--- src/rtl/tmds_channel_decoder.sv ---
// TMDS receive channel: word alignment by control-token hunting, lock tracking
// and 10b->8b / control decode. One instance per TMDS data pair.
module tmds_channel_decoder #(
  parameter int unsigned LOCK_COUNT    = 8,
  parameter int unsigned SEARCH_WINDOW = 2048
) (
  input  logic       clk_pixel,
  input  logic       reset,
  input  logic [9:0] raw_word,
  output logic [7:0] data_out,
  output logic [1:0] ctrl_out,
  output logic       de,
  output logic       locked,
  output logic [3:0] align_offset
);

  localparam int unsigned RUN_W = 8;
  localparam int unsigned WIN_W = 16;
  localparam int unsigned OFF_W = 4;

  typedef enum logic {ST_SEARCH, ST_LOCKED} state_t;

  state_t             state_q, state_d;
  logic [9:0]         prev_q, q_q, q_d;
  logic [OFF_W-1:0]   offset_q, offset_d, offset_nxt;
  logic [RUN_W-1:0]   run_q, run_d, run_inc;
  logic [WIN_W-1:0]   win_q, win_d, win_inc;
  logic [7:0]         data_q, data_d;
  logic [1:0]         ctrl_q, ctrl_d;
  logic               de_q, de_d;
  logic               locked_q, locked_d;
  logic               is_tok;
  logic [1:0]         tok_val;
  logic [19:0]        window;

  // 10b->8b data character decode (XOR/XNOR chain after optional inversion)
  function automatic logic [7:0] tmds_decode(input logic [9:0] c);
    logic [7:0] d;
    logic [7:0] r;
    d    = c[9] ? ~c[7:0] : c[7:0];
    r[0] = d[0];
    for (int i = 1; i < 8; i++) begin
      r[i] = c[8] ? (d[i] ^ d[i-1]) : ~(d[i] ^ d[i-1]);
    end
    return r;
  endfunction

  // Classify the registered character as one of the four control tokens
  always_comb begin
    is_tok  = 1'b0;
    tok_val = 2'b00;
    case (q_q)
      10'b1101010100: begin is_tok = 1'b1; tok_val = 2'b00; end
      10'b0010101011: begin is_tok = 1'b1; tok_val = 2'b01; end
      10'b0101010100: begin is_tok = 1'b1; tok_val = 2'b10; end
      10'b1010101011: begin is_tok = 1'b1; tok_val = 2'b11; end
      default:        begin is_tok = 1'b0; tok_val = 2'b00; end
    endcase
  end

  // Search/lock FSM, offset stepping, and the registered output stage
  always_comb begin
    state_d    = state_q;
    offset_d   = offset_q;
    run_d      = run_q;
    win_d      = win_q;
    data_d     = 8'h00;
    ctrl_d     = 2'b00;
    de_d       = 1'b0;
    run_inc    = run_q + RUN_W'(1);
    win_inc    = win_q + WIN_W'(1);
    offset_nxt = (offset_q == OFF_W'(9)) ? OFF_W'(0) : offset_q + OFF_W'(1);

    case (state_q)
      ST_SEARCH: begin
        run_d = is_tok ? run_inc : RUN_W'(0);
        win_d = win_inc;
        if (is_tok && (run_inc == RUN_W'(LOCK_COUNT))) begin
          state_d = ST_LOCKED;
          win_d   = WIN_W'(0);
        end else if (win_inc == WIN_W'(SEARCH_WINDOW - 1)) begin
          offset_d = offset_nxt;
          run_d    = RUN_W'(0);
          win_d    = WIN_W'(0);
        end
      end
      ST_LOCKED: begin
        if (is_tok) begin
          win_d = WIN_W'(0);
        end else begin
          win_d = win_inc;
          if (win_inc == WIN_W'(SEARCH_WINDOW - 1)) begin
            state_d  = ST_SEARCH;
            offset_d = offset_nxt;
            run_d    = RUN_W'(0);
            win_d    = WIN_W'(0);
          end
        end
      end
      default: state_d = ST_SEARCH;
    endcase

    // Output follows the next state so lock/unlock and data move on one edge
    if (state_d == ST_LOCKED) begin
      ctrl_d = ctrl_q;
      if (is_tok) begin
        ctrl_d = tok_val;
      end else begin
        de_d   = 1'b1;
        data_d = tmds_decode(q_q);
      end
    end
    locked_d = (state_d == ST_LOCKED);

    // The new offset is applied to the very next character load
    window = {raw_word, prev_q};
    q_d    = 10'(window >> offset_d);
  end

  // Pipeline and state registers
  always_ff @(posedge clk_pixel or posedge reset) begin
    if (reset) begin
      state_q  <= ST_SEARCH;
      prev_q   <= '0;
      q_q      <= '0;
      offset_q <= '0;
      run_q    <= '0;
      win_q    <= '0;
      data_q   <= '0;
      ctrl_q   <= '0;
      de_q     <= 1'b0;
      locked_q <= 1'b0;
    end else begin
      state_q  <= state_d;
      prev_q   <= raw_word;
      q_q      <= q_d;
      offset_q <= offset_d;
      run_q    <= run_d;
      win_q    <= win_d;
      data_q   <= data_d;
      ctrl_q   <= ctrl_d;
      de_q     <= de_d;
      locked_q <= locked_d;
    end
  end

  assign data_out     = data_q;
  assign ctrl_out     = ctrl_q;
  assign de           = de_q;
  assign locked       = locked_q;
  assign align_offset = offset_q;

endmodule

--- config.mk ---
export PLATFORM = sky130hd
export DESIGN_NAME = tmds_channel_decoder
export DESIGN_NICKNAME = d
export VERILOG_FILES = /design/src/rtl/tmds_channel_decoder.sv
export SDC_FILE = /design/constraint.sdc
export NUM_CORES = 1
export LEC_CHECK = 0
export BUFFER_PORTS_ARGS = -buffer_cell sky130_fd_sc_hd__buf_2
export CAP_MARGIN = 20
export CORE_UTILIZATION = 25
export DETAILED_ROUTE_END_ITERATION = 8
export SYNTH_ARGS = -nofsm -noshare
export SYNTH_HDL_FRONTEND = slang
export SYNTH_SLANG_ARGS = --single-unit
export TNS_END_PERCENT = 20
--- constraint.sdc ---
create_clock -name clk_pixel -period 2.8 [get_ports clk_pixel]
set_clock_uncertainty 0.2 [all_clocks]
set_input_delay 0.56 -clock clk_pixel [delete_from_list [all_inputs] [get_ports clk_pixel]]
set_output_delay 0.56 -clock clk_pixel [all_outputs]
set_load 0.02 [all_outputs]
==> results of run 1 <==
==> synthesized netlist by cell type, types with 8 or more instances <==
master | count | area, µm²
a21oi_1 | 14 | 70.1
clkbuf_1 | 11 | 41.3
dfrtp_1 | 60 | 1500
inv_1 | 12 | 45.0
mux2_2 | 10 | 113
mux2i_1 | 34 | 340
nand2_1 | 41 | 154
nand3_1 | 22 | 110
nand4_1 | 8 | 50.1
nor2_1 | 46 | 173
nor2b_1 | 11 | 68.8
nor3_1 | 9 | 45.0
o21ai_0 | 26 | 130
xnor2_1 | 22 | 193
==> flip-flops by register name, summed over array words and instances (netlist names) <==
register and cells:
locked 1, run_q 8, win_q 16, prev_q 10, align_offset 4, ctrl_out 2
data_out 8, q_q 10, de 1
==> area by class of cell <==
cell class                      instances  area [µm²]
Tap cell                              216         270
Clock buffer                           10         239
Multi-Input combinational cell        355        2740
Clock inverter                          6        87.6
Inverter                               14        57.6
Timing Repair Buffer                  142        1100
Sequential cell                        60        1500
Fill cell                            1600       10100
==> metal layers <==
| layer | routed length, µm | GRT usage |
|---|---|---|
| met5 | 0 | 0 |
| met4 | 238 | 0.0582 |
| met3 | 566 | 0.0293 |
| met2 | 5970 | 0.243 |
| met1 | 5960 | 0.196 |
==> logic make-up (layout without fill, tap and decap cells) <==
logic type                 after synthesis  after routing  share of synthesized area
AOI/OAI and AO/OA                       98             98                      0.169
xor gates and xnor gates                31             31                     0.0714
adders and majority gates                6              6                     0.0180
buffers and inverters                   39            172                     0.0465
DFF                                     60             60                      0.360
muxes                                   46             46                      0.119
and+or+nand+nor                        174            174                      0.216
==> worst min path at each step <==
stage	startpoint	to	slack, ps
5_1_grt	reset	win_q[9]	120
3_3_place_gp	ctrl_out[1]	ctrl_out[1]	290
4_1_cts	reset	win_q[10]	110
2_1_floorplan	win_q[0]	win_q[0]	270
3_5_place_dp	ctrl_out[1]	ctrl_out[1]	290
6_report	reset	win_q[10]	90
==> power breakdown <==
group	internal [mW]	switching (mW)	total (mW)	leakage (nW)
sequential	0.882	0.0196	0.902	0.778
combinational	0.0771	0.0946	0.172	1.70
clock	0.801	0.414	1.21	0.151
total	1.76	0.528	2.29	2.63
==> repair_timing <==
item	4_1_cts	5_1_grt
endpoints found under the setup margin	15	25
resized for setup	30	34
setup buffers	9	7
pin swaps	16	19
==> impl_results.md, run 1 <==
* Run status: complete, but fails checks
* Violations in the final reports: setup timing
* Hold bufs inserted after CTS at 0
* Total length of routed wires at 12700 µm
* Setup slack of the most critical reg-to-reg path at -300 ps
* Average footprint of a synthesized cell at 9.19 µm²
* # DRC at 0
* Number of cells in the finished layout apart from fillers at 803
* Maximum number of pins on one net before global-route repair at 39
* Synthesized Nets at roughly 470
* Max FO, Critical Path at 5
* Drt pass-1 iters at 5
* Start point of the critical path: win_q[1]
* VDD IR max at 0.000291 V
* Detailed Route Iter0 Violations at 358
* Total global routing overflow at 0
* Crit-path leading delay family: simple AND/OR/NAND/NOR gates
* DR WL/cell at 15.8 µm
* Netlist area before placement at 4170 µm²
* Final Instance Area at 6000 µm²
* GP Congestion at 0.864
* Proportion of synthesized flip-flops having asynchronous set or reset at 1.00
* Number of distinct library cells after synthesis at 73
* Total Routing Usage GR at 0.150
* Post-route ant nets at 0
* Post-synthesis to final-layout area growth at 43.7%
* Shortest clock period the worst path allows after layout at 3100 ps
* Highest clock rate at about 0.32 GHz
* Clock buffers created by TritonCTS at 9
* Setup repair after global routing missed its margin: true
* Type of element launching the critical path: register
* WP depth at 11
* CTS Buffer Depth at 2
* Worst rel slew slack at 0.611
* Ratio of final minimum period to clock period at 1.11
* Post-layout total power at between 2 and 2.5 mW
* Launch instance of the worst register-to-register path: win_q[1]
* Count of pins over their slew limit at 0
* Per-cell via count in the routed design at 4.96
* Power per cell area at 382 nW/µm²
* Fraction of the core area covered by cells at the end of the flow at 0.372
* Number of top-level pins at 28
* Setup TNS at -2850 ps
* Synth Instances at around 450
* Setup WS pre-CTS at -421 ps
* Leading cell types in the layout, fill and taps excluded: buf_4, dfrtp_1, nor2_1
* Count of flip-flops with a built-in enable after synthesis at 0
* Number of buffers and inverters on the critical path at 2
* H-tree levels at 3
* Die area at ~17000 µm²
* Critical Path RT at 2820 ps
* Crit path capture: q_q[2]
* Worst slack on hold paths at between 80 and 90 ps
* Root buffer cell: clkbuf_16
* Core area at 16100 µm²
* Top FF cell, synth: dfrtp_1
* Ys Warns at 0
* Stage delay of the slowest cell on the critical path at 430 ps
* Final hold vios at 0
* Data arrival, critical path at 3130 ps
* MaxCap Viol Count at 0
* Site row count at 46
* Kind of critical path: register to register
* Number of register bits inferred by synthesis at 60
* Number of buffers inserted by port buffering at 27
* Cell at the slowest stage of the critical path: or3b_4
* Most frequent standard cell in the layout excluding fill and tap cells: buf_4
* Capture instance of the worst register-to-register path: q_q[2]
* Cell leakage power at 2.63 nW
* Vias in the first global route at 3908
* Series of cell instances along the critical path: ha_2 > xnor2_2 > or3b_4 > nor3_4 > nand4_4 > buf_6 > nor3_4 > xnor2_4 > buf_4 > o2111ai_2 > and3_1
* Clock network latency to the later pin of the worst-skew pair at about 340 ps
* Wire length of the first global-routing pass at 20600 µm
* Number of inserted diodes at 0
* Depth of the worst register-to-register path at 11
* Layout cells sized above 1 at 0.394
* Clock tree from TritonCTS: done
* Placed cell area at 5300 µm²
* Clk slew on worst S/H paths at 60 ps
* CP endpoint kind: register
* Final setup viols at 12
* CTS sink count at 60
* Die outline width at 131 µm
* Actual transition at the worst max-transition pin at between 500 and 600 ps
* Part of the Yosys area used for sequential elements at 0.360
* Fin worst setup slack at -304 ps
* Worst min-delay path category: input pin to asynchronous set/reset pin
* Via Count at 3982
* Number of nets in the layout at 600
* HPWL after detailed placement at ~9100 µm
* Crit path top cell by count: nor3_4
* Starting Density at 0.259
* Total instance count after detailed placement at between 700 and 800
* Antenna violations before repair at 0
* Height of the die at 131 µm
(Power assumes the default switching activity.)
==> run 2, diff against run 1 <==
--- a/config.mk
+++ b/config.mk
@@ -6,8 +6,8 @@
 export NUM_CORES = 1
 export LEC_CHECK = 0
 export BUFFER_PORTS_ARGS = -buffer_cell sky130_fd_sc_hd__buf_2
-export CAP_MARGIN = 20
-export CORE_UTILIZATION = 25
+export CAP_MARGIN = 0
+export CORE_UTILIZATION = 40
 export DETAILED_ROUTE_END_ITERATION = 8
 export SYNTH_ARGS = -nofsm -noshare
 export SYNTH_HDL_FRONTEND = slang
==> run 2 against run 1 <==
The run still ends with setup timing left. Global-route usage grew 6.7 points. Combinational power is 3% lower. Wire length decreased by 10%. Critical path depth is 2 higher. Setup slack worse by 35 ps. Sequential share of layout area increased by 1.0 points. Final cell count is 11% lower. Critical endpoint is now q_q[6]. Largest cell class unchanged.
==> impl_results.md, run 2 (synthesis results as in run 1) <==
* MaxCap Viol Count at 0
* Most frequent standard cell in the layout excluding fill and tap cells: buf_4
* P_sw at 0.485 mW
* Setup TNS at -2570 ps
* Count of pins over their slew limit at 0
* Starting Density at 0.419
* Power per cell area at 330 nW/µm²
* Net switching share of the total power at 0.255
* Clk slew on worst S/H paths at 80 ps
* H-tree levels at 3
* Power share of the sequential group at 0.472
* Number of top-level pins at 28
* Leading cell types in the layout, fill and taps excluded: buf_4, dfrtp_1, nor2_1
* Layout cells sized above 1 at 0.386
* Actual transition at the worst max-transition pin at 549 ps
* DR WL/cell at 16.0 µm
* Kind of critical path: register to register
* Drt pass-1 iters at 5
* Setup slack of the most critical reg-to-reg path at -340 ps
* Share of total power in combinational logic at 0.087
* Per-cell via count in the routed design at ~5.4
* Wire length of the first global-routing pass at 18600 µm
* Via Count at 3883
* Maximum number of pins on one net before global-route repair at between 40 and 50
* Setup repair after global routing missed its margin: true
* Total global routing overflow at 0
* Final setup viols at 10
* Worst min-delay path category: input pin to asynchronous set/reset pin
* Length of routed met3 wiring at between 500 and 600 µm
* Top routing layer in use: met4
* Antenna violations before repair at 0
* Die outline width at 104 µm
* Internal portion of total power at 1.42 mW
* Violations in the final reports: setup timing
* Max FO, Critical Path at 9
* # DRC at 0
* Post-route ant nets at 0
* Number of inserted diodes at 0
* Height of the die at 104 µm
* Fin worst setup slack at -339 ps
* CTS sink count at 60
* Critical Path RT at roughly 2900 ps
* Total Routing Usage GR at 0.217
* Final hold vios at 0
* Clock tree from TritonCTS: done
* Site row count at 36
* GP Congestion at 0.886
* Fillers at 866
* Highest clock rate at 0.319 GHz
* Type of element launching the critical path: register
* Run status: complete, but fails checks
* Registers with the most flip-flops: win_q (16), prev_q (10), q_q (10)
* HPWL after detailed placement at 8050 µm
* Clock buffers created by TritonCTS at 9
* Depth of the worst register-to-register path at 13
* Data arrival, critical path at 3190 ps
* CTS Buffer Depth at 2
* Start point of the critical path: run_q[0]
* Capture instance of the worst register-to-register path: q_q[6]
* Vias in the first global route at 3714
* Total length of routed wires at 11400 µm
* CP endpoint kind: register
* Shortest clock period the worst path allows after layout at 3140 ps
* Clock network latency to the later pin of the worst-skew pair at 350 ps
* Routed metal-1 wirelength at about 5300 µm
* Launch instance of the worst register-to-register path: run_q[0]
* Core area at 9950 µm²
* Cell leakage power at 2.54 nW
* Worst slack on hold paths at 44.0 ps
* Largest register FFs at 16
* Ratio of final minimum period to clock period at 1.12
* Worst rel slew slack at 0.634
* Detailed Route Iter0 Violations at 251
* Hold bufs inserted after CTS at 0
* Relative contribution of the clock network to total power at 0.441
* Post-synthesis to final-layout area growth at 38.1%
* Root buffer cell: clkbuf_8
* Die area at ~11000 µm²
* Wire length on met2 at 5330 µm
* Register with the most flip-flops: win_q
* Number of buffers inserted by port buffering at 27
* Number of nets in the layout at 593
* VDD IR max at 0.000155 V
-- run 2: worst max path at each step --
| stage | to |
|---|---|
| final | q_q[6] |
| after CTS | q_q[2] |
| after global placement | q_q[7] |
| after global routing | q_q[6] |
| after floorplan | q_q[2] |
| after detailed placement | q_q[5] |
-- run 2: layout make-up --
type | count | area [µm²] | share of cell area
multi-input cells | 355 | 2770 | 0.480
well taps | 133 | 166 | 0.0289
clock inverters | 5 | 60.1 | 0.0104
clock buffers | 11 | 151 | 0.0263
repair buffers | 135 | 1060 | 0.184
flip-flops and latches | 60 | 1500 | 0.261
inverters | 14 | 57.6 | 0.00999
-- run 2: per-layer routing --
layer  GRT usage  up-vias
li1            -     1897
met1       0.302     1844
met2       0.338      122
met3      0.0294       20
met4      0.0929        0
met5           0        -
-- run 2: metrics by stage --
stage          power [mW]   util  area, µm²  instances  setup slack, ps
2_1_floorplan        1.01      -       4220        454             -203
3_3_place_gp         1.07  0.517       5150        684             -349
3_5_place_dp         1.07  0.517       5150        684             -411
4_1_cts              1.91  0.561       5580        710             -306
5_1_grt              1.98  0.579       5760        713             -448
6_report             1.90  0.579       5760        713             -339
-- run 2: worst max-delay path, stage by stage (launching register included) --
cell and delay [ps]:
dfrtp_1 390, ha_2 190, or3_4 340, a21boi_4 170
mux2i_4 100, buf_6 140, o31a_1 350, buf_4 180
nand4_1 80, o211a_1 170, inv_2 100, a211o_1 280
o22a_1 230, o211ai_1 120
-- run 2: power groups by stage --
stage | clock network [mW] | logic (mW) | registers (mW)
floorplan | 0 | 0.0968 | 0.911
global placement | 0 | 0.155 | 0.914
detailed placement | 0 | 0.158 | 0.914
CTS | 0.854 | 0.163 | 0.897
global route | 0.899 | 0.184 | 0.900
finish | 0.839 | 0.166 | 0.897
-- run 2: repair_timing --
item,4_1_cts,5_1_grt
setup buffers,10,3
setup endpoints to repair,13,27
cloned,0,0
gates resized for setup,27,36
hold endpoints to repair,0,0
pin swaps,16,17
